$ cat config.mk
export PLATFORM = sky130hd
export DESIGN_NAME = cga_text_flat
export DESIGN_NICKNAME = d
export VERILOG_FILES = /design/src/rtl/cga_text_if.sv /design/src/rtl/cga_text.sv /design/src/flat_wrapper.sv
export SDC_FILE = /design/constraint.sdc
export NUM_CORES = 1
export LEC_CHECK = 0
export ABC_AREA = 1
export CAP_MARGIN = 15
export CORE_ASPECT_RATIO = 0.5
export CORE_MARGIN = 8
export CORE_UTILIZATION = 36
export DETAILED_ROUTE_END_ITERATION = 8
export PLACE_DENSITY = 0.79
export SYNTH_ARGS = -nofsm -noshare
export SYNTH_HDL_FRONTEND = slang
export SYNTH_SLANG_ARGS = --single-unit
$ cat constraint.sdc
create_clock -name clk_i -period 2.4 [get_ports clk_i]
set_input_delay 0.48 -clock clk_i [delete_from_list [all_inputs] [get_ports clk_i]]
set_output_delay 0.48 -clock clk_i [all_outputs]
set_load 0.01 [all_outputs]
$ cat src/rtl/cga_text_if.sv
// Memory bus between the text-mode pixel source and its two synchronous
// memories: the text RAM holding {attribute, char} words and the font ROM
// holding one glyph row per address.
//   tram_addr_o  12  text RAM word address (row*COLS + col)
//   tram_data_i  16  text RAM read data, [15:8] attribute, [7:0] char code
//   font_addr_o  12  font ROM address {char, glyph line}
//   font_data_i   8  glyph row, bit 7 is the leftmost pixel
// The master modport is the pixel source; the slave modport is the memory side.
interface cga_text_if;
  logic [11:0] tram_addr_o;
  logic [15:0] tram_data_i;
  logic [11:0] font_addr_o;
  logic [7:0]  font_data_i;

  modport master (
    output tram_addr_o,
    output font_addr_o,
    input  tram_data_i,
    input  font_data_i
  );

  modport slave (
    input  tram_addr_o,
    input  font_addr_o,
    output tram_data_i,
    output font_data_i
  );
endinterface

$ cat src/rtl/cga_text.sv
// Text-mode pixel source for the CGA colour stage.
// A four-stage pipeline turns the raster position into a text RAM fetch, a
// font ROM fetch and finally a serialised glyph bit. color_o leaves one stage
// ahead of on_o because the downstream colour stage registers the attribute
// once and uses on_o unregistered, so both line up there.
// Ports:
//   clk_i      pixel clock
//   rstn_i     asynchronous active-low reset
//   x_i, y_i   raster position (10 bits each), active_i visible-area flag
//   vsync_i    vertical sync, only used by the blink option
//   mem        text RAM / font ROM bus (cga_text_if.master)
//   color_o    attribute byte, background [7:4] / foreground [3:0]
//   on_o       foreground pixel select
// Optional feature: define CGA_TEXT_BLINK_EN to make attribute bit 7 a blink
// flag driven by a 5-bit vsync frame counter instead of bright background.
module cga_text #(
  parameter int unsigned COLS = 80,
  parameter int unsigned ROWS = 30
) (
  input  logic       clk_i,
  input  logic       rstn_i,
  input  logic [9:0] x_i,
  input  logic [9:0] y_i,
  input  logic       active_i,
  input  logic       vsync_i,
  cga_text_if.master mem,
  output logic [7:0] color_o,
  output logic       on_o
);

  // The whole screen must fit in the 12-bit text RAM address space.
  if (COLS * ROWS > 4096) begin : g_size_chk
    $error("cga_text: COLS*ROWS exceeds the 12-bit text RAM address space");
  end

  // S1: raster position split into cell coordinates and in-cell offsets.
  logic [6:0] col_s1;
  logic [5:0] row_s1;
  logic [2:0] px_s1;
  logic [3:0] line_s1;
  logic       act_s1;
  // S2/S3: offsets travel alongside the memory fetches.
  logic [2:0] px_s2, px_s3;
  logic [3:0] line_s2;
  logic       act_s2, act_s3;
  logic       blank_s3;

  always_ff @(posedge clk_i or negedge rstn_i) begin
    if (!rstn_i) begin
      col_s1  <= '0;
      row_s1  <= '0;
      px_s1   <= '0;
      line_s1 <= '0;
      act_s1  <= 1'b0;
      px_s2   <= '0;
      line_s2 <= '0;
      act_s2  <= 1'b0;
      px_s3   <= '0;
      act_s3  <= 1'b0;
    end else begin
      col_s1  <= x_i[9:3];
      row_s1  <= y_i[9:4];
      px_s1   <= x_i[2:0];
      line_s1 <= y_i[3:0];
      act_s1  <= active_i;
      px_s2   <= px_s1;
      line_s2 <= line_s1;
      act_s2  <= act_s1;
      px_s3   <= px_s2;
      act_s3  <= act_s2;
    end
  end

  // Off-screen col/row are not clamped: the address simply wraps in 12 bits
  // and the fetched data is masked by act further down the pipe.
  assign mem.tram_addr_o = 12'(row_s1) * 12'(COLS) + 12'(col_s1);

  // The char code comes straight from RAM, which is not reset, so the ROM
  // address is held at zero while reset is asserted.
  assign mem.font_addr_o = rstn_i ? {mem.tram_data_i[7:0], line_s2} : '0;

  // S3: attribute capture, S4: glyph bit selection.
  always_ff @(posedge clk_i or negedge rstn_i) begin
    if (!rstn_i) begin
      color_o <= '0;
      on_o    <= 1'b0;
    end else begin
`ifdef CGA_TEXT_BLINK_EN
      color_o <= act_s2 ? {1'b0, mem.tram_data_i[14:8]} : '0;
`else
      color_o <= act_s2 ? mem.tram_data_i[15:8] : '0;
`endif
      // Bit 7 is the leftmost pixel, so the index is 7 - px, i.e. ~px.
      on_o <= act_s3 & mem.font_data_i[~px_s3] & ~blank_s3;
    end
  end

`ifdef CGA_TEXT_BLINK_EN
  logic       vsync_q;
  logic [4:0] frame_cnt;
  logic       attr7_s3;

  always_ff @(posedge clk_i or negedge rstn_i) begin
    if (!rstn_i) begin
      vsync_q   <= 1'b0;
      frame_cnt <= '0;
      attr7_s3  <= 1'b0;
    end else begin
      vsync_q  <= vsync_i;
      attr7_s3 <= mem.tram_data_i[15];
      if (vsync_i && !vsync_q) begin
        frame_cnt <= frame_cnt + 5'd1;
      end
    end
  end

  // Counter MSB toggles every 16 frames; blinking cells lose their
  // foreground during the upper half of the 32-frame cycle.
  assign blank_s3 = attr7_s3 & frame_cnt[4];
`else
  logic unused_vsync;
  assign unused_vsync = vsync_i;
  assign blank_s3     = 1'b0;
`endif

endmodule

$ cat src/flat_wrapper.sv
// flat-port wrapper written by rule: the top's interface ports become plain ports
module cga_text_flat 
#(
  parameter int unsigned COLS = 80,
  parameter int unsigned ROWS = 30
)
  (clk_i, rstn_i, x_i, y_i, active_i, vsync_i, color_o, on_o, mem_tram_addr_o, mem_font_addr_o, mem_tram_data_i, mem_font_data_i);
  cga_text_if mem_i ();
  input  logic clk_i;
  input  logic rstn_i;
  input  logic [9:0] x_i;
  input  logic [9:0] y_i;
  input  logic active_i;
  input  logic vsync_i;
  output logic [7:0] color_o;
  output logic on_o;
  output wire logic [$bits(mem_i.tram_addr_o)-1:0] mem_tram_addr_o;
  output wire logic [$bits(mem_i.font_addr_o)-1:0] mem_font_addr_o;
  input wire logic [$bits(mem_i.tram_data_i)-1:0] mem_tram_data_i;
  input wire logic [$bits(mem_i.font_data_i)-1:0] mem_font_data_i;
  assign mem_tram_addr_o = mem_i.tram_addr_o;
  assign mem_font_addr_o = mem_i.font_addr_o;
  assign mem_i.tram_data_i = mem_tram_data_i;
  assign mem_i.font_data_i = mem_font_data_i;
  cga_text #(.COLS(COLS), .ROWS(ROWS)) u_core (.clk_i(clk_i), .rstn_i(rstn_i), .x_i(x_i), .y_i(y_i), .active_i(active_i), .vsync_i(vsync_i), .mem(mem_i), .color_o(color_o), .on_o(on_o));
endmodule
# Word level (Yosys, flattened, before mapping)
# Index checks and enable logic that the tools add are counted.
# word_totals
reg_bits,42
output_inout_bits,33
# op_classes
add_sub_neg,1
multipliers,1
magnitude_cmp,1
muxes,4
bitwise,2
# ops
cell,n
$add 12x7->12,1
$mux 12,1
$mul 6x3->8 const B,1
$mux 8,1
$lt 3x4->1 const B,1
$bmux 1 s3,1
$not 3->3,1
$and 1x1->1,1
$mux 1,1

# Logic depth before layout (Yosys ltp)
# logic_depth
depth_word,4
depth_mapped,10
mapped_depth_nobuf,10

# Worst setup path before layout
# No wires, ideal clock.
# synth_path
path_type,register to output
start,register u_core.row_s1[1]
end,output mem_tram_addr_o[10]
t_arrival_ps,1925
t_required_ps,1920
slack_ps,-5
path_stages_with_launch,8
path_cell_list,dfrtp_1 -> ha_1 -> ha_1 -> fa_1 -> xor2_1 -> nand2_1 -> nor2_1 -> xor2_1
# synth_between
elab_chain_cells,2
# synth_rtl
item,line_no,source
from (decl),cga_text.sv:38,logic [5:0] row_s1;
from (signal assigned),cga_text.sv:62,row_s1 <= y_i[9:4];
$mul 6x3->8,cga_text.sv:76,assign mem.tram_addr_o = 12'(row_s1) * 12'(COLS) + 12'(col_s1);
$add 12x7->12,cga_text.sv:76,
to (decl),flat_wrapper.sv:17,output wire logic [$bits(mem_i.tram_addr_o)-1:0] mem_tram_addr_o;
# No other way between the ends.

# Worst setup path after layout
# Ends and elaborated chain as after synthesis.

==> out/results.ini <==
[logic_synthesis]
synth_area_um2 = 1680
synth_compound_area_share_pct = 2.60
synth-simple-area-share_pct = 14.2
ys_seq_area_share_pct = 62.5
synth_top_cell_by_area = dfrtp_1
synth_nets = 217
async_reset_ff_share_pct = 100
synth_top_family_by_area = simple AND/OR/NAND/NOR gates
yosysTopAreaCellShare_pct = 62.5
synth_fa_ha_area_share_pct = 10.6
syn_avg_cell_area_um2 = 10.8
muxShareOfSynthArea_pct = 0
synth_edf_count = 0
yosys_register_bits = 42
synth_ff_type = dfrtp_1
synth_cells = 156
netlist_top_cells_area = dfrtp_1 62%, nand2_1 8.3%, ha_1 8.2%, inv_1 5.4%, fa_1 2.4%
synthXorXnorAreaFrac_pct = 2.60
synth.distinct_cells = 18
yosysWarningCount = 0

[global_route]
grt_pass1_vias = 1484
grt_start_max_net_pins = 23
antenna_found_initial = 0
grt_usage_pct = 11.8
grt_first_pass_wirelength_um = 6760
overflow = 0

[worst_setup_path]
worst_ep_arrival_time_ns = 2.18
r2r-start = u_core.px_s3[0]
path_cells = ha_4 -> ha_4 -> fa_2 -> xor2_2 -> nand2_2 -> nor2_1 -> xor2_1 -> buf_2
max_stage_delay_ns = 0.41
reg2reg_slack_ns = 1.41
slowest_stage = dfrtp_1
critPathLaunchType = register
endpoint_kind = output port
required_ns = 1.92
path_buf_inv = 1
crit_top_cell = ha_4
cp_top_family = adder cells
critical_path_class = register to output port
cp_max_fo = 2
reg2reg_depth = 5
rr_endpoint = u_core.on_o

[floorplan]
num_io_pins = 81
core_um2 = 4450
chipWidth_um = 113
start_util_pct = 37.9
die_area_um2 = 7250
fp-row-count = 17
fp.dieH_um = 64.3

[detailed_routing]
drcViolationCount = 0
avgViaCountPerCell = 4.31
drt_iter0_drc = 30
routed_wl_um = 4330
antenna_left = 0
routedWlPerCell_um = 13.8
dr.pass1.iters = 4
route.vias.total = 1353

[cells_and_area]
fillerInstances = 335
final_cell_mix = 71 x clkdlybuf4s50_1, 42 x dfrtp_1, 35 x nand2_1
diodes = 0
utilization_pct = 64.5
fin_cells = 314
syn_to_final_growth_pct = 70.5
layout_commonest_cell = clkdlybuf4s50_1
layout-drive-gt1-share_pct = 20.6
finish.net_count = 317

[timing]
clock_skew_ns = 0.00346
worst-slew-pin-transition_ns = 0.399
period_minus_slack_ns = 2.66
fin_ws_ns = -0.258
rsz0062_at_grt = true
max_freq_ghz = 0.376
whs_ns = 0.110
finalSetupViolCount = 4
drv_slew = 0
slew_headroom_pct = 73.4
final.period_utilization_pct = 111
hold_viol_final = 0

[status]
violations = setup timing
outcome = complete, but fails checks

[placement]
gp_congestion = 0.818
dp.cells = 302
numPortBuffers = 79
hpwl_um = 3480
dp_slack_ns = -0.465

[clock_tree]
cts_hold_buf = 0
clockBufferDepth = 2
cts_buffers = 5
clkTransAtPathRegs_ns = 0.07
htree_levels = 2
cts_tree = yes
root_buffer = clkbuf_8
worstSkewPairLatency_ns = 0.29
clock-sinks = 42

[run]
cap_violations = 0

[pwr]
power.density_nw_per_um2 = 596
ir_worst_vdd_v = 0.000294
leakagePower_nw = 1.40

[worst_hold_path]
min_path_type = input pin to async pin

[final cells by class]
class	count	area [um^2]	share of cell area (%)
Sequential cell	42	1050	36.6
Timing Repair Buffer	99	910	31.7
Multi-Input combinational cell	84	637	22.2
Inverter	24	90.1	3.14
Clock buffer	6	72.6	2.53
Tap cell	57	71.3	2.49
Clock inverter	2	37.5	1.31
[Yosys cell counts, types with 2 or more instances]
cell / number
nand3_1: 7
xor2_1: 4
fa_1: 2
ha_1: 11
nand2_1: 37
o21ai_0: 4
dfrtp_1: 42
inv_1: 24
buf_4: 4
nand3b_1: 2
a21oi_1: 2
nor2_1: 10
clkbuf_1: 2
[layer usage]
layer	track usage [%]	share of wire (%)
met5	0	0
met2	25.5	62
met1	9.54	32
met4	6.66	2.8
met3	3.00	3.4
[cell families (layout without fill, tap and decap cells)]
| family | after synthesis | in the layout |
|---|---|---|
| xor gates and xnor gates | 5 | 5 |
| buffers and inverters | 30 | 131 |
| adders and majority gates | 13 | 13 |
| and+or+nand+nor | 58 | 58 |
| DFF | 42 | 42 |
| AOI/OAI and AO/OA | 8 | 8 |
[how the worst max path moves through the flow]
stage                startpoint             endpoint  cells after the start
6_report       u_core.row_s1[1]  mem_tram_addr_o[10]                      8
3_3_place_gp   u_core.row_s1[1]  mem_tram_addr_o[11]                      9
4_1_cts        u_core.row_s1[3]  mem_tram_addr_o[10]                      8
2_1_floorplan  u_core.row_s1[1]  mem_tram_addr_o[10]                      6
5_1_grt        u_core.row_s1[1]  mem_tram_addr_o[11]                     10
3_5_place_dp   u_core.row_s1[1]  mem_tram_addr_o[11]                      9
[registers in the layout, indices dropped and copies added, names as in the netlist]
signal          cells
u_core.color_o      8
u_core.col_s1       7
u_core.row_s1       6
u_core.line_s1      4
u_core.line_s2      4
u_core.px_s1        3
u_core.px_s2        3
u_core.px_s3        3
u_core.act_s1       1
u_core.act_s2       1
u_core.act_s3       1
u_core.on_o         1
[power breakdown]
| part | switching [W] | total (W) | leakage [nW] | internal, W |
|---|---|---|---|---|
| sequential | 0.0000186 | 0.000762 | 0.500 | 0.000744 |
| clock | 0.000220 | 0.000530 | 0.0514 | 0.000310 |
| combinational | 0.000174 | 0.000418 | 0.852 | 0.000243 |
[timing repair]
| item | 4_1_cts | 5_1_grt |
|---|---|---|
| setup buffers | 4 | 2 |
| gates resized for setup | 31 | 15 |
| endpoints found under the hold margin | 0 | 0 |
| endpoints found under the setup margin | 7 | 6 |
| pin swaps | 10 | 10 |
[per-stage QoR]
step                total power [W]  instance area (um^2)  TNS, ns
global placement            0.00115                  2630    -1.49
CTS                         0.00171                  2810   -0.970
global route                0.00180                  2870    -1.19
floorplan                  0.000917                  1690        0
finish                      0.00171                  2870   -0.773
detailed placement          0.00116                  2630    -1.66
Note: power is estimated with default switching activity, not from simulation.
